[src/rtl/io_pkg.sv]
// Shared constants and helpers for the board I/O conditioning blocks
// (debouncers, synchronisers, LED pulse stretchers).
package io_pkg;

  // 0.1 s at a 50 MHz board clock.
  localparam int HOLD_CYCLES_DEFAULT = 5000000;

  localparam int HOLD_CYCLES_MAX = 1 << 24;

  // Width of a down-counter that must hold values 0..hold-1; never below 1 bit.
  function automatic int cnt_width(input int hold);
    return (hold > 1) ? $clog2(hold) : 1;
  endfunction

endpackage

[src/rtl/stretch_bit.sv]
// One pulse-stretcher channel: any high input sample holds the output high
// for HOLD_CYCLES cycles, retriggerable.
module stretch_bit
  import io_pkg::*;
#(
  parameter int HOLD_CYCLES = HOLD_CYCLES_DEFAULT
) (
  input  logic clk,
  input  logic reset,
  input  logic in,
  output logic out
);

  localparam int CW = cnt_width(HOLD_CYCLES);
  localparam logic [CW-1:0] LOAD_VAL = CW'(HOLD_CYCLES - 1);

  logic [CW-1:0] r_cnt;
  logic          r_out;

  // r_cnt counts the remaining high cycles after the current one; it only
  // decrements while non-zero so it can never wrap.
  always_ff @(posedge clk) begin
    if (reset) begin
      r_cnt <= '0;
      r_out <= 1'b0;
    end else if (in) begin
      r_cnt <= LOAD_VAL;
      r_out <= 1'b1;
    end else if (r_cnt != '0) begin
      r_cnt <= r_cnt - CW'(1);
      r_out <= 1'b1;
    end else begin
      r_out <= 1'b0;
    end
  end

  assign out = r_out;

endmodule

[src/rtl/pulse_stretcher.sv]
// WIDTH independent LED pulse stretchers plus a registered "any channel busy"
// flag aligned with the channel outputs.
module pulse_stretcher
  import io_pkg::*;
#(
  parameter int WIDTH       = 10,
  parameter int HOLD_CYCLES = HOLD_CYCLES_DEFAULT
) (
  input  logic             clk,
  input  logic             reset,
  input  logic [WIDTH-1:0] in,
  output logic [WIDTH-1:0] out,
  output logic             busy_any
);

  localparam int CW = cnt_width(HOLD_CYCLES);
  localparam logic [CW-1:0] LOAD_VAL = CW'(HOLD_CYCLES - 1);

  logic [WIDTH-1:0] w_out;
  logic             w_any_in;
  logic [CW-1:0]    r_busy_cnt;
  logic             r_busy_any;

  generate
    for (genvar gi = 0; gi < WIDTH; gi++) begin : g_chan
      stretch_bit #(
        .HOLD_CYCLES(HOLD_CYCLES)
      ) u_stretch_bit (
        .clk  (clk),
        .reset(reset),
        .in   (in[gi]),
        .out  (w_out[gi])
      );
    end
  endgenerate

  assign w_any_in = |in;

  // Every channel reloads the same value, so the longest remaining hold is
  // tracked by one counter fed from the OR of the inputs. Its flag equals the
  // OR of the channel outputs registered at the same edge.
  always_ff @(posedge clk) begin
    if (reset) begin
      r_busy_cnt <= '0;
      r_busy_any <= 1'b0;
    end else if (w_any_in) begin
      r_busy_cnt <= LOAD_VAL;
      r_busy_any <= 1'b1;
    end else if (r_busy_cnt != '0) begin
      r_busy_cnt <= r_busy_cnt - CW'(1);
      r_busy_any <= 1'b1;
    end else begin
      r_busy_any <= 1'b0;
    end
  end

  assign out      = w_out;
  assign busy_any = r_busy_any;

endmodule

[config.mk]
export PLATFORM = sky130hd
export DESIGN_NAME = pulse_stretcher
export DESIGN_NICKNAME = d
export VERILOG_FILES = /design/src/rtl/io_pkg.sv /design/src/rtl/stretch_bit.sv /design/src/rtl/pulse_stretcher.sv
export SDC_FILE = /design/constraint.sdc
export NUM_CORES = 1
export LEC_CHECK = 0
export BUFFER_PORTS_ARGS = -buffer_cell sky130_fd_sc_hd__buf_2
export CORE_MARGIN = 4
export CORE_UTILIZATION = 45
export CTS_CLUSTER_DIAMETER = 50
export CTS_CLUSTER_SIZE = 24
export DETAILED_ROUTE_END_ITERATION = 6
export SYNTH_ARGS = -nofsm -noshare
export SYNTH_HDL_FRONTEND = slang
export SYNTH_SLANG_ARGS = --single-unit
export TNS_END_PERCENT = 20
[constraint.sdc]
create_clock -name clk -period 2.6 [get_ports clk]
set_input_delay 0.52 -clock clk [delete_from_list [all_inputs] [get_ports clk]]
set_output_delay 0.52 -clock clk [all_outputs]
set_load 0.01 [all_outputs]
# Word-level counts from Yosys, hierarchy flattened
# Index checks and enable logic that the tools add are counted.
# totals
input_bits	12
ram_bits	0
regBits	264
memories	0
word_cells	122
latch_bits	0
output_inout_bits	11
romBits	0
# op_classes
bitwise_logic	0
magnitude_cmp	0
n_mul	0
shift	0
n_div	0
add_sub_neg	11
reduce_logical	34
eq_ne	0
mux	44
# op_table
op	n
$mux W23	22
$reduce_bool A23 Y1	11
$sub A23 B1 Y23 const B	11
$mux W1	22
$reduce_bool A2 Y1	11
$reduce_or A2 Y1	10
$reduce_or A11 Y1	1
$reduce_or A10 Y1	1

# Longest topological paths before layout
# logic_depth
ltp_word	3
depth_mapped	8
depth_no_buf	7

# Modules after synthesis
# Synthesis repeated with hierarchy kept, for this count alone.
# hier_totals
hier_cells	1821
hier_area_um2	16311.9
# by_module_without_submodules
mod	instances	cells_each	area_per_inst_um2
stretch_bit	10	168	1502.7
pulse_stretcher	1	141	1285.0

# Worst setup path before layout
# OpenSTA, ideal clock, no wires.
# synth_timing
kind	reg2reg
startpoint	register g_chan[6].u_stretch_bit.r_cnt[10]
endpoint	register g_chan[6].u_stretch_bit.r_cnt[20]
t_arrival_ps	2254
path_slack_ps	226
path_buffers	1
stages_incl_launch_ff	7
period_less_slack_ps	2374
path_cell_list	dfxtp_1 -> or4_1 -> or4_4 -> buf_2 -> nor3b_2 -> nor3b_1 -> mux2_2
# synth_between
elab_chain_len	1
elab_cells_between_ends	2
cone_classes	add/sub (1); reduce/logical (1)
# synth_rtl
item	line	source
start, declared	stretch_bit.sv:17	logic [CW-1:0] r_cnt;
start signal, assigned	stretch_bit.sv:30	r_cnt <= r_cnt - CW'(1);
$sub A23 B1 Y23 / $reduce_bool A23 Y1 (equally long branches)	stretch_bit.sv:30, stretch_bit.sv:29	
# Parallel ways exist; a longest one is shown, timed or not.
# A chain may end at the register's enable or synchronous reset.

# Worst setup path in the final report
# Same ends and word-level chain as after synthesis.

==> results.sh <==
export IMPL_drive_gt1_share_pct=10.3
export IMPL_r2r_start="g_chan[6].u_stretch_bit.r_cnt[10]$_SDFFE_PP0P_"
export IMPL_setup_worst_path_end="g_chan[6].u_stretch_bit.r_cnt[20]$_SDFFE_PP0P_"
export IMPL_vias=11233
export IMPL_synth_top_area_share_pct=40.1
export IMPL_cts_sinks=264
export IMPL_clk_latency_ns=0.50
export IMPL_rows=62
export IMPL_cap_violations=0
export IMPL_synth_main_ff_cell="dfxtp_1"
export IMPL_ys_ff_latch=264
export IMPL_track_usage_pct=18.5
export IMPL_worstSetupEndpointType="register"
export IMPL_die_w_um=179
export IMPL_area_growth_pct=13.0
export IMPL_r2r_cells=5
export IMPL_async_flop_share_pct=0
export IMPL_grt_max_degree=106
export IMPL_cp_startpoint="g_chan[6].u_stretch_bit.r_cnt[10]$_SDFFE_PP0P_"
export IMPL_antenna_cells=0
export IMPL_start_kind="register"
export IMPL_setup_slack_ns=0.144
export IMPL_worst_slew_pin_slew_ns=0.670
export IMPL_status="completed"
export IMPL_die_area_um2=32100
export IMPL_max_slew_margin_rel_pct=54.9
export IMPL_post_place_ws_ns=0.141
export IMPL_cts_setup_buffers=0
export IMPL_multiInputGateArea_um2=7360
export IMPL_synth_edf_count=0
export IMPL_cp_data_arrival_time_ns=2.84
export IMPL_io_pins=23
export IMPL_slew_violations=0
export IMPL_grt_pass1_vias=10658
export IMPL_hold_viol=0
export IMPL_min_period_over_period_pct=94.4
export IMPL_die_y_um=179
export IMPL_start_util_pct=45.8
export IMPL_setup_viol=0
export IMPL_syn_area_per_cell_um2=8.58
export IMPL_required_ns=2.99
export IMPL_synth_area_leaders="dfxtp_1 (40%), a21oi_1 (5.6%), xnor2_1 (5.4%)"
export IMPL_overflow=0
export IMPL_hp_class="in2reg"
export IMPL_yosysSeqAreaShare_pct=40.1
export IMPL_path_class="reg2reg"
export IMPL_grt_pass1_wl_mm=50.6
export IMPL_rr_endpoint="g_chan[6].u_stretch_bit.r_cnt[20]$_SDFFE_PP0P_"
export IMPL_nets=1587
export IMPL_dpl_hpwl_mm=19.5
export IMPL_clk_pin_slew_worst_paths_ns=0.06
export IMPL_antenna_found_initial=0
export IMPL_htreeDepth=2
export IMPL_routed_wl_mm=29.6
export IMPL_nFillCells=2751
export IMPL_synth_area_um2=13200
export IMPL_ant_nets=0
export IMPL_cts_buffers=34
export IMPL_clockBufferDepth=3
export IMPL_first_iter_violations=558
export IMPL_syn_inst=1536
export IMPL_tns_ns=0
export IMPL_cts_tree="done"
export IMPL_rrSetupSlack_ns=0.14
export IMPL_synth_nets=1570
export IMPL_synth_distinct_cells=66
export IMPL_drt_pass1_iterations=5
export IMPL_drc=0
export IMPL_yosysTopAreaCell="dfxtp_1"
export IMPL_synth_warnings=0
export IMPL_via_per_inst=5.73
export IMPL_coreArea_um2=28800
export IMPL_irDropWorstVdd_mv=0.586
export IMPL_cp_max_fo=14
export IMPL_routabilityCongestion=0.810
export IMPL_period_minus_slack_ns=2.46
export IMPL_p_leak_nw=5.15
export IMPL_rsz0062_at_grt="no"
export IMPL_max_freq_mhz=407
export IMPL_route_detailed_wl_per_inst_um=15.1
export IMPL_clock_skew_ns=0.0140
export IMPL_final_seq_area_um2=5290
export IMPL_port_buffers=22
export IMPL_cts_root_buf="clkbuf_16"
export IMPL_power_density_nw_per_um2=702
## layout make-up
cell class | instances | area share [%]
Tap cell | 384 | 3.23
Inverter | 44 | 1.11
Clock buffer | 44 | 6.73
Multi-Input combinational cell | 1147 | 49.5
Sequential cell | 264 | 35.5
Clock inverter | 16 | 1.11
Timing Repair Buffer | 62 | 2.86
## registers in the layout (all words and copies together), names as in the netlist
register / cells
g_chan.u_stretch_bit.out: 10
busy_any: 1
g_chan.u_stretch_bit.r_cnt: 230
r_busy_cnt: 23
## power breakdown
group          switching, mW  total (mW)  internal, mW  leakage, nW
clock network           1.80        4.74          2.94        0.565
registers              0.218        4.48          4.26         2.18
logic                  0.724        1.23         0.503         2.40
## critical path: stages, from the launching register on
cell and delay (ns):
dfxtp_1 0.36, or4_1 0.55, or4_4 0.60, nor3b_2 0.23, nor3b_1 0.25, mux2_2 0.36
## layout by cell type, fill, tap and decap left out, types with 8 or more instances in the layout
cell,count
dfxtp_1,264
a21oi_1,148
nor2_1,139
xnor2_1,81
nor3_1,76
or3_1,67
nor4_1,65
xor2_1,55
or4_1,53
o21ai_0,53
nand2_1,52
inv_1,42
buf_4,40
clkbuf_16,37
a31oi_1,31
nand4_1,30
o31ai_1,28
a211oi_1,26
nand3_1,25
ha_1,21
buf_2,21
nand2b_1,15
o211ai_1,14
o21a_1,10
mux2i_1,10
nand3b_1,10
a2111oi_0,10
and4_1,9
o31a_1,9
o41ai_1,8
## routing by layer
layer / wire length [um] / track usage [%] / vias to the layer above / share of wire, %
met5: 0 / 0 / - / 0
met1: 14600 / 25.5 / 5278 / 49
met4: 678 / 5.69 / 0 / 2.3
met2: 13500 / 30.0 / 132 / 46
met3: 812 / 2.55 / 53 / 2.7
li1: - / - / 5770 / -
## per-stage QoR
stage | instance area, um^2 | hold slack (ns) | power (mW) | cells | util [%]
after CTS | 14900 | 0.272 | 10.6 | 1961 | 51.7
after detailed placement | 13700 | 0.457 | 5.78 | 1901 | 47.6
final | 14900 | 0.293 | 10.4 | 1961 | 51.7
after global placement | 13700 | 0.455 | 5.76 | 1901 | 47.6
after global routing | 14900 | 0.293 | 11.0 | 1961 | 51.7
after floorplan | 13200 | 0.440 | 5.46 | 1536 | -
## timing repair
action                                  4_1_cts  5_1_grt
resized for setup                             0        2
endpoints found under the setup margin        0        5
hold buffers                                  0        0
## Yosys cell counts, types with 12 or more instances
cell / instances
nand2b_1: 15
inv_1: 42
ha_1: 22
a31oi_1: 31
o31ai_1: 28
o211ai_1: 14
xor2_1: 55
clkbuf_1: 60
nand3_1: 25
buf_4: 12
or4_1: 54
nor2_1: 139
nand4_1: 30
a211oi_1: 26
xnor2_1: 81
nor3_1: 76
a21oi_1: 148
or3_1: 67
o21ai_0: 53
dfxtp_1: 264
nand2_1: 52
nor4_1: 66
## worst min path at each step
| stage | from | slack, ns | cells past startpoint | end |
|---|---|---|---|---|
| after floorplan | g_chan[6].u_stretch_bit.r_cnt[15]$_SDFFE_PP0P_ | 0.44 | 2 | g_chan[6].u_stretch_bit.r_cnt[15]$_SDFFE_PP0P_ |
| after global placement | g_chan[5].u_stretch_bit.r_cnt[15]$_SDFFE_PP0P_ | 0.46 | 2 | g_chan[5].u_stretch_bit.r_cnt[15]$_SDFFE_PP0P_ |
| after detailed placement | g_chan[4].u_stretch_bit.r_cnt[15]$_SDFFE_PP0P_ | 0.46 | 2 | g_chan[4].u_stretch_bit.r_cnt[15]$_SDFFE_PP0P_ |
| after CTS | in[8] | 0.27 | 2 | g_chan[8].u_stretch_bit.r_cnt[18]$_SDFFE_PP0P_ |
| after global routing | in[8] | 0.29 | 2 | g_chan[8].u_stretch_bit.r_cnt[18]$_SDFFE_PP0P_ |
| final | in[8] | 0.29 | 2 | g_chan[8].u_stretch_bit.r_cnt[18]$_SDFFE_PP0P_ |
## cell families (layout without fill, tap and decap cells)
family	count (synthesis)	in the layout	share of synthesized area [%]
DFF	264	264	40.1
muxes	16	16	1.27
and+or+nand+nor	616	616	26.8
xor gates and xnor gates	136	136	9.04
buffers and inverters	125	166	4.08
adders and majority gates	22	22	2.09
AOI/OAI and AO/OA	357	357	16.6
(Power assumes the default switching activity.)
